$ cat src/rtl/fifo_uart_pkg.sv
// Shared types and constants for the FIFO-fed UART transmitter.
package fifo_uart_pkg;

  typedef enum logic [2:0] {
    IDLE,
    POP,
    LATCH,
    START,
    DATA,
    STOP
  } state_t;

  // Idle-high cycles (POP, LATCH) between a stop bit and the next start bit
  localparam int FRAME_GAP = 2;

  function automatic int baud_cnt_width(input int clks_per_bit);
    return (clks_per_bit > 1) ? $clog2(clks_per_bit) : 1;
  endfunction

endpackage

$ cat src/rtl/uart_bit_timer.sv
// Free-running baud counter; bit_end marks the last clk of each serial bit.
module uart_bit_timer
  import fifo_uart_pkg::*;
#(
  parameter int CLKS_PER_BIT = 16
) (
  input  logic clk,
  input  logic rst,
  input  logic clear,
  output logic bit_end
);

  localparam int W = baud_cnt_width(CLKS_PER_BIT);
  localparam logic [W-1:0] LAST = W'(CLKS_PER_BIT - 1);

  logic [W-1:0] cnt;

  always_ff @(posedge clk) begin
    if (rst || clear) begin
      cnt <= '0;
    end else if (cnt == LAST) begin
      cnt <= '0;
    end else begin
      cnt <= cnt + 1'b1;
    end
  end

  assign bit_end = (cnt == LAST);

endmodule

$ cat src/rtl/fifo_uart_tx.sv
// Pops bytes from the FIFO and serialises each as a UART 8N1 frame.
//   state | meaning
//   IDLE  | line high, waiting for enable and a non-empty FIFO
//   POP   | one-cycle rd_en strobe
//   LATCH | FIFO read data valid; captured into the shift register
//   START | start bit (low)
//   DATA  | payload bits, LSB first
//   STOP  | stop bit (high); last cycle pulses tx_done
module fifo_uart_tx
  import fifo_uart_pkg::*;
#(
  parameter int CLKS_PER_BIT = 16,
  parameter int DATA_WIDTH   = 8
) (
  input  logic                  clk,
  input  logic                  rst,
  input  logic                  enable,
  input  logic                  buf_empty,
  input  logic [DATA_WIDTH-1:0] buf_out,
  output logic                  rd_en,
  output logic                  tx,
  output logic                  busy,
  output logic                  tx_done,
  output logic [7:0]            bytes_sent
);

  localparam int IDX_W = (DATA_WIDTH > 1) ? $clog2(DATA_WIDTH) : 1;
  localparam logic [IDX_W-1:0] LAST_IDX = IDX_W'(DATA_WIDTH - 1);

  state_t                state_q;
  state_t                state_d;
  logic [DATA_WIDTH-1:0] shift_q;
  logic [IDX_W-1:0]      bit_idx_q;
  logic                  bit_end;
  logic                  clear;
  logic                  start_ok;

  // Clearing on the deciding cycle makes every state begin at count 0
  assign clear    = (state_d != state_q);
  assign start_ok = enable && !buf_empty;

  uart_bit_timer #(
    .CLKS_PER_BIT(CLKS_PER_BIT)
  ) u_bit_timer (
    .clk    (clk),
    .rst    (rst),
    .clear  (clear),
    .bit_end(bit_end)
  );

  always_ff @(posedge clk) begin
    if (rst) begin
      state_q <= IDLE;
    end else begin
      state_q <= state_d;
    end
  end

  always_comb begin
    state_d = state_q;
    case (state_q)
      IDLE:    if (start_ok) state_d = POP;
      POP:     state_d = LATCH;
      LATCH:   state_d = START;
      START:   if (bit_end) state_d = DATA;
      DATA:    if (bit_end && (bit_idx_q == LAST_IDX)) state_d = STOP;
      STOP:    if (bit_end) state_d = start_ok ? POP : IDLE;
      default: state_d = IDLE;
    endcase
  end

  always_ff @(posedge clk) begin
    if (rst) begin
      shift_q   <= '0;
      bit_idx_q <= '0;
    end else if (state_q == LATCH) begin
      shift_q   <= buf_out;
      bit_idx_q <= '0;
    end else if ((state_q == DATA) && bit_end) begin
      shift_q   <= shift_q >> 1;
      bit_idx_q <= (bit_idx_q == LAST_IDX) ? '0 : bit_idx_q + 1'b1;
    end
  end

  always_ff @(posedge clk) begin
    if (rst) begin
      bytes_sent <= '0;
    end else if ((state_q == STOP) && bit_end) begin
      bytes_sent <= bytes_sent + 8'd1;
    end
  end

  // Outputs decode registered state only
  always_comb begin
    rd_en   = (state_q == POP);
    busy    = (state_q != IDLE);
    tx_done = (state_q == STOP) && bit_end;
    case (state_q)
      START:   tx = 1'b0;
      DATA:    tx = shift_q[0];
      default: tx = 1'b1;
    endcase
  end

endmodule
$ cat config.mk
export PLATFORM = sky130hd
export DESIGN_NAME = fifo_uart_tx
export DESIGN_NICKNAME = d
export VERILOG_FILES = /design/src/rtl/fifo_uart_pkg.sv /design/src/rtl/uart_bit_timer.sv /design/src/rtl/fifo_uart_tx.sv
export SDC_FILE = /design/constraint.sdc
export NUM_CORES = 1
export LEC_CHECK = 0
export CAP_MARGIN = 20
export CORE_MARGIN = 1.5
export CORE_UTILIZATION = 38
export CTS_BUF_LIST = sky130_fd_sc_hd__clkbuf_16
export CTS_CLUSTER_DIAMETER = 50
export DETAILED_ROUTE_END_ITERATION = 8
export SLEW_MARGIN = 10
export SYNTH_ARGS = -nofsm -noshare
export SYNTH_HDL_FRONTEND = slang
export SYNTH_SLANG_ARGS = --single-unit
$ cat constraint.sdc
create_clock -name clk -period 1.9 [get_ports clk]
set_input_delay 0.475 -clock clk [delete_from_list [all_inputs] [get_ports clk]]
set_output_delay 0.475 -clock clk [all_outputs]
set_load 0.05 [all_outputs]
======== Word level (Yosys, flattened, before mapping) ========
Index checks and enable logic that the tools add are counted.
word-level totals
  flip-flop bits (word level) ............. 26
  input bits .............................. 12
  word-level logic and storage cells ...... 37
cells by class
  add/sub/neg operators ................... 3
  equality and inequality tests ........... 8
  multiplexer cells ....................... 10
  reduce and logical (&&, ||, !) cells .... 11
operators with widths
  kind                 count
  $pmux 3 s6           1
  $mux 8               2
  $mux 3               5
  $eq 3x3->1 const B   3
  $add 8x1->8 const B  1
  $eq 3x2->1 const B   2
  $add 4x1->4 const B  1
  $eq 4x4->1 const B   1
  $logic_and 1x1->1    4
  $reduce_or 2->1      2
  $add 3x1->3 const B  1
  $eq 3x1->1 const B   1
  $logic_not 3->1      1
  $ne 3x3->1           1
  $reduce_bool 3->1    1
  $pmux 1 s2           1
  $reduce_bool 2->1    1
  $logic_not 1->1      1
  $logic_or 1x1->1     1
  $mux 1               1

======== Longest topological paths before layout ========
Gate-level depths: netlist (run 1).
  depth in word-level cells ............... 8
  mapped depth ............................ 6

======== Cells and area by module ========
From an unflattened synthesis (run 1), not the netlist that was laid out.
unflattened totals
  cells, all modules ...................... 150
  area total of the unflattened synthesis .. 1270.0 sq um
modules (own cells, without submodules)
  module          times used  cells each  area an instance (sq um)  seq. area each (sq um)
  fifo_uart_tx    1           134         1112.3                    440.4
  uart_bit_timer  1           16          157.7                     80.1

======== Worst setup path after synthesis (run 1) ========
Ideal clock, no wire load.
  kind .................................... reg2out
  start point ............................. register state_q[2]
  end point ............................... output rd_en
  arrival time ............................ 1.607 ns
  slack ................................... -0.182 ns
  stages on the path, launching flop included .. 3
  cell sequence ........................... dfxtp_1 buf_2 nor3_1
on the way
  longest elaborated chain between the ends .. 1
ends and longest elaborated chain
  item                      RTL line            RTL
  start: declaration        fifo_uart_tx.sv:30  state_t state_q;
  start signal: assignment  fifo_uart_tx.sv:55  state_q <= state_d;
  $eq 3x1->1                fifo_uart_tx.sv:95  rd_en = (state_q == POP);
  end: declaration          fifo_uart_tx.sv:20  output logic rd_en,
No other way between the ends.

======== Worst setup path in the final report (run 1) ========
  start point ............................. register u_bit_timer.cnt[1]
  end point ............................... output tx_done
on the way
  longest elaborated chain between the ends .. 2
ends and longest elaborated chain
  item                      RTL line              RTL
  start: declaration        uart_bit_timer.sv:16  logic [W-1:0] cnt;
  start signal: assignment  uart_bit_timer.sv:24  cnt <= cnt + 1'b1;
  $eq 4x4->1                uart_bit_timer.sv:28  assign bit_end = (cnt == LAST);
  $logic_and 1x1->1         fifo_uart_tx.sv:97    tx_done = (state_q == STOP) && bit_end;
  end: declaration          fifo_uart_tx.sv:23    output logic tx_done,
No other way between the ends.

==> metrics, run 1 <==
# fillers 276; P_leak 0.000602 uW; TritonCTS clock tree done; worst hold slack 0.461 ns; pwr dens 788 mW/mm2; DIE HEIGHT 60.4 um; Core ar. 0.00308 mm2; Row Count 20; CTS root buf clkbuf_16; DRC 0; average size of a mapped cell 8.86 um2; main combinational cell family by area after synthesis simple AND/OR/NAND/NOR gates; clock buffer count from CTS 3; Setup CP Type reg -> out; CTS Buffer Depth 2; critical-path maximum fanout 4; ranking of synthesized cells by area dfxtp_1, nor2_1, xnor2_1, a21oi_1, ha_1; Initial Util 40.6%; Fin. Hold Viols 0; CTS sink cnt 26; RSZ-0062 raised after global routing false; cell count after synthesis 141; DRT antenna net count 0; FF+latch count, synth 26; CP max-delay cell dfxtp_1; Final Max Tran Viols 0; first drt pass iteration count 4; Post-synth EDFFs 0; first-pass GRT wire length 4530 um; Total Power 1330 uW; Final #Nets 188; register area 523 um2; Clock Latency Late Sink 0.26 ns; Die W 60.4 um; XOR/XNOR Fraction of Synth Area 5.61%; skew final 0.00308 ns; Synth area leader dfxtp_1; CTS clk-pin slew, worst paths 0.06 ns; Antenna Cells 0; post-synthesis mux area share 2.40%; Unique masters post-synth 39; cell family with the largest share of critical-path delay simple AND/OR/NAND/NOR gates; Slew @ Worst Pin 0.334 ns; Synth async-reset ratio 0%; layout cells sized above 1 23.4%; max frequency 0.557 GHz; # hold bufs at CTS 0; max-cap viol count 0; Final min period 1.80 ns; setup_tns 0 ns; Via Count 1114; routability-driven placement congestion ratio 0.755; Synth Area in Adders 4.00%; Startpoint Class register; crit path DAT 1.32 ns; run status completed; Buffers on Ports 23; largest net degree at the start of global routing 16; cell breakdown of the critical path ha_4 > nand4_1 > nor2_4 > buf_12; GRT overflow 0; vias per cell 5.18; drt total wl 2580 um; CP endpoint kind output pin; HPWL after DPL 1890 um; area share of the largest cell type after synthesis 41.6%; number of buffers and inverters on the critical path 1; gr usage total 16.4%; commonest cells in the netlist dfxtp_1, nor2_1, a21oi_1, nand2_1, nor3_1; worst hold path type reg -> reg; Synth Cell Area 0.00125 mm2; post-synthesis sequential area ratio 41.6%; initial antenna violation count 0; Top FF cell, synth dfxtp_1; Tcrit/Tclk final 94.5%; Max IR drop VDD 390 uV; Required @ worst endpoint 1.42 ns; post-synthesis net count 157; simple-gate share of the synthesized area 27.1%; post-DR wirelength/cell 12.0 um; area growth from synthesis to layout 35.1%; H-Tree Depth 1; Synth Warn # 0; Synth Area in Compound Gates 14.1%; Max-slew headroom 77.5%; IO Count 24; CP peak stage delay 0.37 ns; setup violators final 0; number of global-route vias before repair 1032; count leader, synth dfxtp_1; area of the multi-input gates 694 um2; drt initial violations 66; Die ar. 0.00364 mm2
through the flow:
stage | cells | setup WS (ns) | cell area, um2 | util [%]
global route | 215 | 0.0340 | 1690 | 54.9
detailed placement | 210 | 0.187 | 1560 | 50.6
finish | 215 | 0.104 | 1690 | 54.9
CTS | 214 | 0.00323 | 1660 | 54.0
floorplan | 141 | 0.0672 | 1260 | -
global placement | 210 | 0.242 | 1560 | 50.6
routing by layer:
metal  track usage [%]  share of wire [%]  up-vias
met1              21.9                 49      518
met4              7.62                1.3        0
met2              25.8                 45       28
met5                 0                  0        -
met3              3.20                4.5        4
li1                  -                  -      564
path summary, 6_finish.rpt:
| check | cells past startpoint | endpoint | slack, ns | start |
|---|---|---|---|---|
| worst max-delay path | 4 | tx_done | 0.10 | u_bit_timer.cnt[1] |
| worst min-delay path | 1 | u_bit_timer.cnt[0] | 0.46 | u_bit_timer.cnt[0] |
| worst max register to register | 5 | bit_idx_q[0] | 0.27 | u_bit_timer.cnt[1] |
| worst min register to register | 1 | u_bit_timer.cnt[0] | 0.46 | u_bit_timer.cnt[0] |
flip-flops by register name, summed over array words and instances, names as in the netlist:
signal           cells
bytes_sent           8
bit_idx_q            3
shift_q              8
state_q              3
u_bit_timer.cnt      4
final cells by class:
type                    count  area share [%]
clock inverters             1            1.78
flip-flops and latches     26            31.0
well taps                  44            3.26
repair buffers             33            17.8
inverters                   3           0.667
clock buffers               3            4.44
multi-input cells         105            41.1
worst reg2reg max path, cell delays in order (launching register included):
cell,delay (ns)
dfxtp_1,0.37
ha_4,0.17
nand3_2,0.13
or3_1,0.35
or3_1,0.34
a211oi_2,0.21
layout by cell type (no fill, tap or decap), types with 3 or more instances in the layout:
master           instances
o21ai_0                  4
nor2_1                  16
nand2_1                 12
nor4_1                   3
inv_1                    3
nor3_1                   7
clkbuf_16                3
nand3_1                  3
ha_1                     3
xnor2_1                  7
a211oi_1                 6
mux2i_1                  3
or3_1                    3
dfxtp_1                 24
clkdlybuf4s50_1         11
buf_4                   20
a21oi_1                 11
repair_timing:
item | CTS | global route
gates resized for setup | 0 | 5
buffers inserted | 0 | 1
setup endpoints to repair | 0 | 2
cell families (layout without fill, tap and decap cells):
group	after synthesis	count (layout)
AND/OR/NAND/NOR	62	62
buffers and inverters	10	40
AO/OA/AOI/OAI	28	28
XOR/XNOR	8	8
multiplexers	3	3
flip-flops	26	26
adder cells (fa/ha/maj)	4	4
report_power, final:
group          internal, uW  switching [uW]
sequential              567            16.7
clock                   419             187
combinational          68.7            72.3
No activity file was read; power rests on OpenSTA's default activity.
==> run 2: changes to the inputs <==
Settings changed: CORE_MARGIN 1.5 to 4, CORE_UTILIZATION 38 to 45, PLACE_DENSITY from default to 0.71, SYNTH_HIERARCHICAL from default to 1.
==> run 2 against run 1 <==
  * Sequential share of layout area shrank 0.070 points
  * Register-to-register slack got worse by 0.11 ns
  * Critical path depth rose by 2
  * Synthesized area is 1.6% higher
  * Power fell by 10%
  * Sequential cell count did not move
==> metrics, run 2 <==
crit path DAT 1.36 ns (+0.04 ns); CTS root buf clkbuf_16; Unique masters post-synth 41 (+5.1%); Row Count 19 (-5.0%); FF+latch count, synth 26 (unchanged); Setup WS pre-CTS 0.0241 ns (-0.163 ns); vias per cell 5.59 (+7.9%); # hold bufs at CTS 0 (unchanged); Max IR drop VDD 526 uV (+35%); Initial Util 46.5% (+5.8 points); Post-synth EDFFs 0 (unchanged); first drt pass iteration count 4 (unchanged); commonest non-fill, non-tap cell in the layout nand2_1; placed cells 202 (-3.8%); CP max-delay cell dfxtp_2; Required @ worst endpoint 1.42 ns (about the same); CP endpoint kind output pin; Max-slew headroom 63.4% (-14 points); Slew @ Worst Pin 0.548 ns (+0.214 ns); CTS sink cnt 26 (unchanged); cell count after synthesis 150 (+6.4%); P_leak 0.000695 uW (+15%); Final Max Tran Viols 0 (unchanged); Tcrit/Tclk final 96.6% (+2.1 points); max frequency 0.545 GHz (-2.2%); Synth Cell Area 0.00127 mm2 (+1.6%); Clock Latency Late Sink 0.26 ns (about the same); Synth async-reset ratio 0% (unchanged); max-cap viol count 0 (unchanged); Synth area leader dfxtp_1; routability-driven placement congestion ratio 0.737 (-2.4%); layout cells sized above 1 21.9% (-1.5 points); Synth Warn # 6 (+6); worst hold path type reg -> reg; commonest cells in the netlist dfxtp_1, nand2_1, nor2_1, nand3_1, a311oi_1; Final WS setup 0.0644 ns (-0.0398 ns); drt total wl 2770 um (+7.2%); non-filler cells, final 209 (-2.8%); most frequent cells in the layout nand2_1, dfxtp_1, buf_4; skew final 0.00316 ns (+0.0000795 ns); DRT antenna net count 0 (unchanged); drt initial violations 36 (-45%); run status completed; Final min period 1.84 ns (+0.0398 ns); DRC 0 (unchanged); Top FF cell, synth dfxtp_1; biggest registers after layout bytes_sent (8), shift_q (8), u_bit_timer/cnt (4); CTS Buffer Depth 2 (unchanged); Final #Nets 195 (+3.7%); cell breakdown of the critical path ha_4 > nand3_2 > inv_2 > nand4b_4 > inv_2 > buf_12; first-pass GRT wire length 4600 um (+1.7%); largest net degree at the start of global routing 16 (unchanged); Die ar. 0.00374 mm2 (+2.6%); initial antenna violation count 0 (unchanged); post-synthesis net count 166 (+5.7%); Via Count 1168 (+4.8%); area share of the largest cell type after synthesis 41.0% (-0.66 points); count leader, synth dfxtp_1; IO Count 24 (unchanged); post-DR wirelength/cell 13.2 um (+10%); average size of a mapped cell 8.47 um2 (-4.5%); post-synthesis sequential area ratio 41.0% (-0.66 points); worst hold slack 0.461 ns (-0.000356 ns); gr usage total 16.1% (-0.35 points); worst reg-to-reg setup slack 0.16 ns (-0.11 ns); Buffers on Ports 23 (unchanged); CTS clk-pin slew, worst paths 0.06 ns (about the same); setup violators final 0 (unchanged); Startpoint Class register; cell family with the largest share of critical-path delay flip-flops; DIE HEIGHT 61.1 um (+1.3%); Core ar. 0.00273 mm2 (-11%); area growth from synthesis to layout 34.6%; critical-path maximum fanout 5 (+1); CP peak stage delay 0.37 ns (about the same); ranking of synthesized cells by area dfxtp_1, nand2_1, a311oi_1, nor2_1, ha_1; pwr dens 699 mW/mm2 (-11%); GRT overflow 0 (unchanged); number of buffers and inverters on the critical path 3 (+2); Fin. Hold Viols 0 (unchanged); most frequent CP cell inv_2; H-Tree Depth 1 (unchanged); clock buffer count from CTS 3 (unchanged); Setup CP Type reg -> out; HPWL after DPL 1970 um (+4.3%); Die W 61.1 um (+1.3%); Antenna Cells 0 (unchanged); TritonCTS clock tree done; number of global-route vias before repair 1103 (+6.9%)
-- run 2: changes by cell type in the layout (fill, tap and decap cells not counted), moves of 4 or more --
cell and change:
xnor2_1 -6, nand3_1 +4, a211oi_1 -6, a311oi_1 +6
a21oi_1 -5, nor3_1 -5, nand2_1 +11
-- run 2: worst paths after layout --
path | end | from | cells past startpoint
worst max-delay path | tx_done | u_bit_timer/cnt[0] | 6
worst max register to register | bytes_sent[6] | u_bit_timer/cnt[0] | 7
worst min-delay path | u_bit_timer/cnt[0] | u_bit_timer/cnt[0] | 1
worst min register to register | u_bit_timer/cnt[0] | u_bit_timer/cnt[0] | 1
-- run 2: cell families (layout without fill, tap and decap cells) --
family	Yosys count	in the layout	share of synthesized area [%]
compound gates	28	28	15.9
xor+xnor	3	3	2.07
fa+ha+maj	4	4	3.94
buf+inv	15	43	5.42
flops	26	26	41.0
mux	4	4	3.25
simple gates	70	70	28.5
-- run 2: report_power, final --
group	internal (uW)	total, uW	leakage (uW)	switching, uW
clock	282	466	0.0000385	184
sequential	566	588	0.000213	22.2
combinational	73.2	141	0.000444	68.0
-- run 2: cell type report --
type | count | area [um2]
Tap cell | 31 | 38.8
Clock buffer | 3 | 75.1
Clock inverter | 1 | 3.75
Multi-Input combinational cell | 109 | 712
Fill cell | 240 | 1020
Inverter | 5 | 18.8
Sequential cell | 26 | 528
Timing Repair Buffer | 34 | 333
-- run 2: through the flow --
step                      power, uW  utilization, %  area (um2)  setup TNS [ns]
after floorplan                 673               -        1270         -0.0289
after global placement          731            57.6        1570               0
after detailed placement        738            57.6        1570               0
after CTS                      1210            61.1        1670               0
after global routing           1240            62.5        1710         -0.0155
final                          1200            62.5        1710               0
-- run 2: per-layer routing --
metal,vias up,track usage (%),wire (um)
met3,6,3.77,136
met5,-,0,0
met1,549,20.4,1250
met2,25,26.3,1330
met4,0,6.50,42
li1,588,-,-
-- run 2: repair_timing --
action,in CTS,in global routing
setup endpoints to repair,2,4
resized for setup,7,4
setup buffers,0,3
pin swaps,0,1
==> run 3: changes to the inputs <==
Settings changed: ABC_CLOCK_PERIOD_IN_PS from default to 1900, SKIP_LAST_GASP from default to 1, SLEW_MARGIN 10 to 20.
==> run 3 against run 2 <==
  * Clock power about the same
  * Power decreased by 0.31%
  * Clock skew about the same
  * Hold slack improved by 0.011 ns
  * Sequential power about the same
  * Critical path type unchanged
  * Highest routed layer unchanged
==> metrics, run 3 (synthesized netlist as in run 2, its figures left out) <==
Die W 61.1 um (unchanged); number of global-route vias before repair 1095 (-0.73%); CTS sink cnt 26 (unchanged); biggest registers after layout bytes_sent (8), shift_q (8), u_bit_timer/cnt (4); Total Power 1190 uW (-0.31%); Max IR drop VDD 526 uV (about the same); Critical R2R Launch u_bit_timer/cnt[0]; initial antenna violation count 0 (unchanged); routed wl met2 1260 um (-5.4%); most frequent cells in the layout dfxtp_1, nand2_1, buf_4; cell breakdown of the critical path ha_2 > nand3_2 > inv_2 > nand4b_4 > inv_2 > buf_12; Via Count 1159 (-0.77%); vias per cell 5.55 (-0.77%); gr usage total 15.9% (-0.17 points); worst hold slack 0.472 ns (+0.0112 ns); area of the multi-input gates 702 um2 (-1.4%); cell internal pwr 919 uW (-0.20%); hold path depth 1 (unchanged); IO Count 24 (unchanged); max-cap viol count 0 (unchanged); CP endpoint kind output pin; Slew @ Worst Pin 0.548 ns (-0.0000185 ns); first drt pass iteration count 5 (+1); layout cells sized above 1 20.8% (-1.1 points); run status completed; crit path DAT 1.41 ns (+0.05 ns); Final min period 1.89 ns (+0.0530 ns); Buffers on Ports 23 (unchanged); skew final 0.00341 ns (+0.000252 ns); RSZ-0062 raised after global routing true; DRC 0 (unchanged); Hold Path Sink u_bit_timer/cnt[0]; largest net degree at the start of global routing 16 (unchanged); # hold bufs at CTS 0 (unchanged); area growth from synthesis to layout 33.6%; CTS root buf clkbuf_16; switching power 273 uW (-0.68%); CTS Buffer Depth 2 (unchanged); commonest non-fill, non-tap cell in the layout dfxtp_1; register area 526 um2 (-0.47%); Sequential Power Share 49.2% (about the same); Switching Share 22.9% (-0.086 points); # fillers 239 (-0.42%); Startpoint Class register; clock buffer count from CTS 3 (unchanged); worst hold path type reg -> reg; routability-driven placement congestion ratio 0.737 (unchanged); H-Tree Depth 1 (unchanged); first-pass GRT wire length 4550 um (-1.2%); Clock power frac 39.1% (about the same); Antenna Cells 0 (unchanged); Final #Nets 195 (unchanged); CTS clk-pin slew, worst paths 0.06 ns (about the same); R2R cell count 7 (unchanged); TritonCTS clock tree done; drt total wl 2700 um (-2.6%); most frequent CP cell inv_2; DIE HEIGHT 61.1 um (unchanged); pwr dens 702 mW/mm2 (+0.43%); wl on met1 1250 um (-0.40%); Die ar. 0.00374 mm2 (unchanged); P_leak 0.000694 uW (-0.20%); CP max-delay cell dfxtp_1; fin area 0.00170 mm2 (-0.73%); worst reg-to-reg setup slack 0.10 ns (-0.06 ns); GRT overflow 0 (unchanged); max frequency 0.529 GHz (-2.8%); DRT antenna net count 0 (unchanged); combinational share of power 11.7% (about the same); HPWL after DPL 1970 um (unchanged); DP Area 0.00157 mm2 (unchanged); critical-path maximum fanout 5 (unchanged); Hold Crit Start u_bit_timer/cnt[0]; CP peak stage delay 0.37 ns (about the same); Setup CP Type reg -> out; Core ar. 0.00273 mm2 (unchanged); Initial Util 46.5% (unchanged); Required @ worst endpoint 1.42 ns (about the same); Worst R2R End bytes_sent[6]; Tcrit/Tclk final 99.4% (+2.8 points); WL met3 142 um (+4.4%); Row Count 19 (unchanged); post-DR wirelength/cell 12.9 um (-2.6%); drt initial violations 46 (+28%); Fin. Hold Viols 0 (unchanged); Final WS setup 0.0114 ns (-0.0530 ns); uppermost layer routed met4; Final Max Tran Viols 0 (unchanged); Max-slew headroom 63.4% (about the same); Clock Latency Late Sink 0.26 ns (about the same); setup violators final 0 (unchanged); Setup WS pre-CTS 0.0241 ns (unchanged)
==> run 3: area by class of cell <==
cell class / instances / share of cell area, %
Clock buffer: 3 / 4.42
Clock inverter: 1 / 0.221
Inverter: 5 / 1.11
Multi-Input combinational cell: 109 / 41.4
Sequential cell: 26 / 31.0
Tap cell: 31 / 2.29
Timing Repair Buffer: 34 / 19.6
==> run 3: worst max-delay path by stage <==
stage,start,endpoint,slack [ns],depth (start not counted)
finish,u_bit_timer/cnt[0],tx_done,0.01,6
global route,u_bit_timer/cnt[0],tx_done,-0.06,6
CTS,u_bit_timer/cnt[0],tx_done,-0.08,6
detailed placement,u_bit_timer/cnt[0],bytes_sent[7],0.02,6
global placement,buf_empty,u_bit_timer/cnt[1],0.17,6
floorplan,state_q[0],tx,-0.03,3
==> run 3: timing repair <==
item	CTS	global route
resized for setup	3	5
pin swaps	0	2
endpoints found under the setup margin	2	7
setup buffers	0	3
==> run 3: per-stage QoR <==
stage | std cells | TNS [ns] | utilization (%)
after global placement | 202 | 0 | 57.6
after floorplan | 150 | -0.0289 | -
final | 209 | 0 | 62.1
after detailed placement | 202 | 0 | 57.6
after global routing | 209 | -0.0690 | 62.1
after CTS | 206 | -0.0831 | 60.8
==> run 3: power groups by stage <==
stage,Sequential [uW],Combinational (uW),Clock (uW)
floorplan,588,84.9,0
global placement,596,135,0
detailed placement,598,140,0
CTS,586,141,479
global route,588,152,493
finish,586,140,466
==> run 3: routing by layer <==
metal | vias to the layer above | track usage (%)
li1 | 589 | -
met4 | 0 | 6.50
met2 | 27 | 25.8
met5 | - | 0
met3 | 6 | 3.77
met1 | 537 | 20.2
==> run 3: critical path, delay by kind of cell (launching register included) <==
kind | cells | cell delay [ns]
flip-flops | 1 | 0.37
adder cells (fa/ha/maj) | 1 | 0.21
AND/OR/NAND/NOR | 2 | 0.24
buffers and inverters | 3 | 0.33
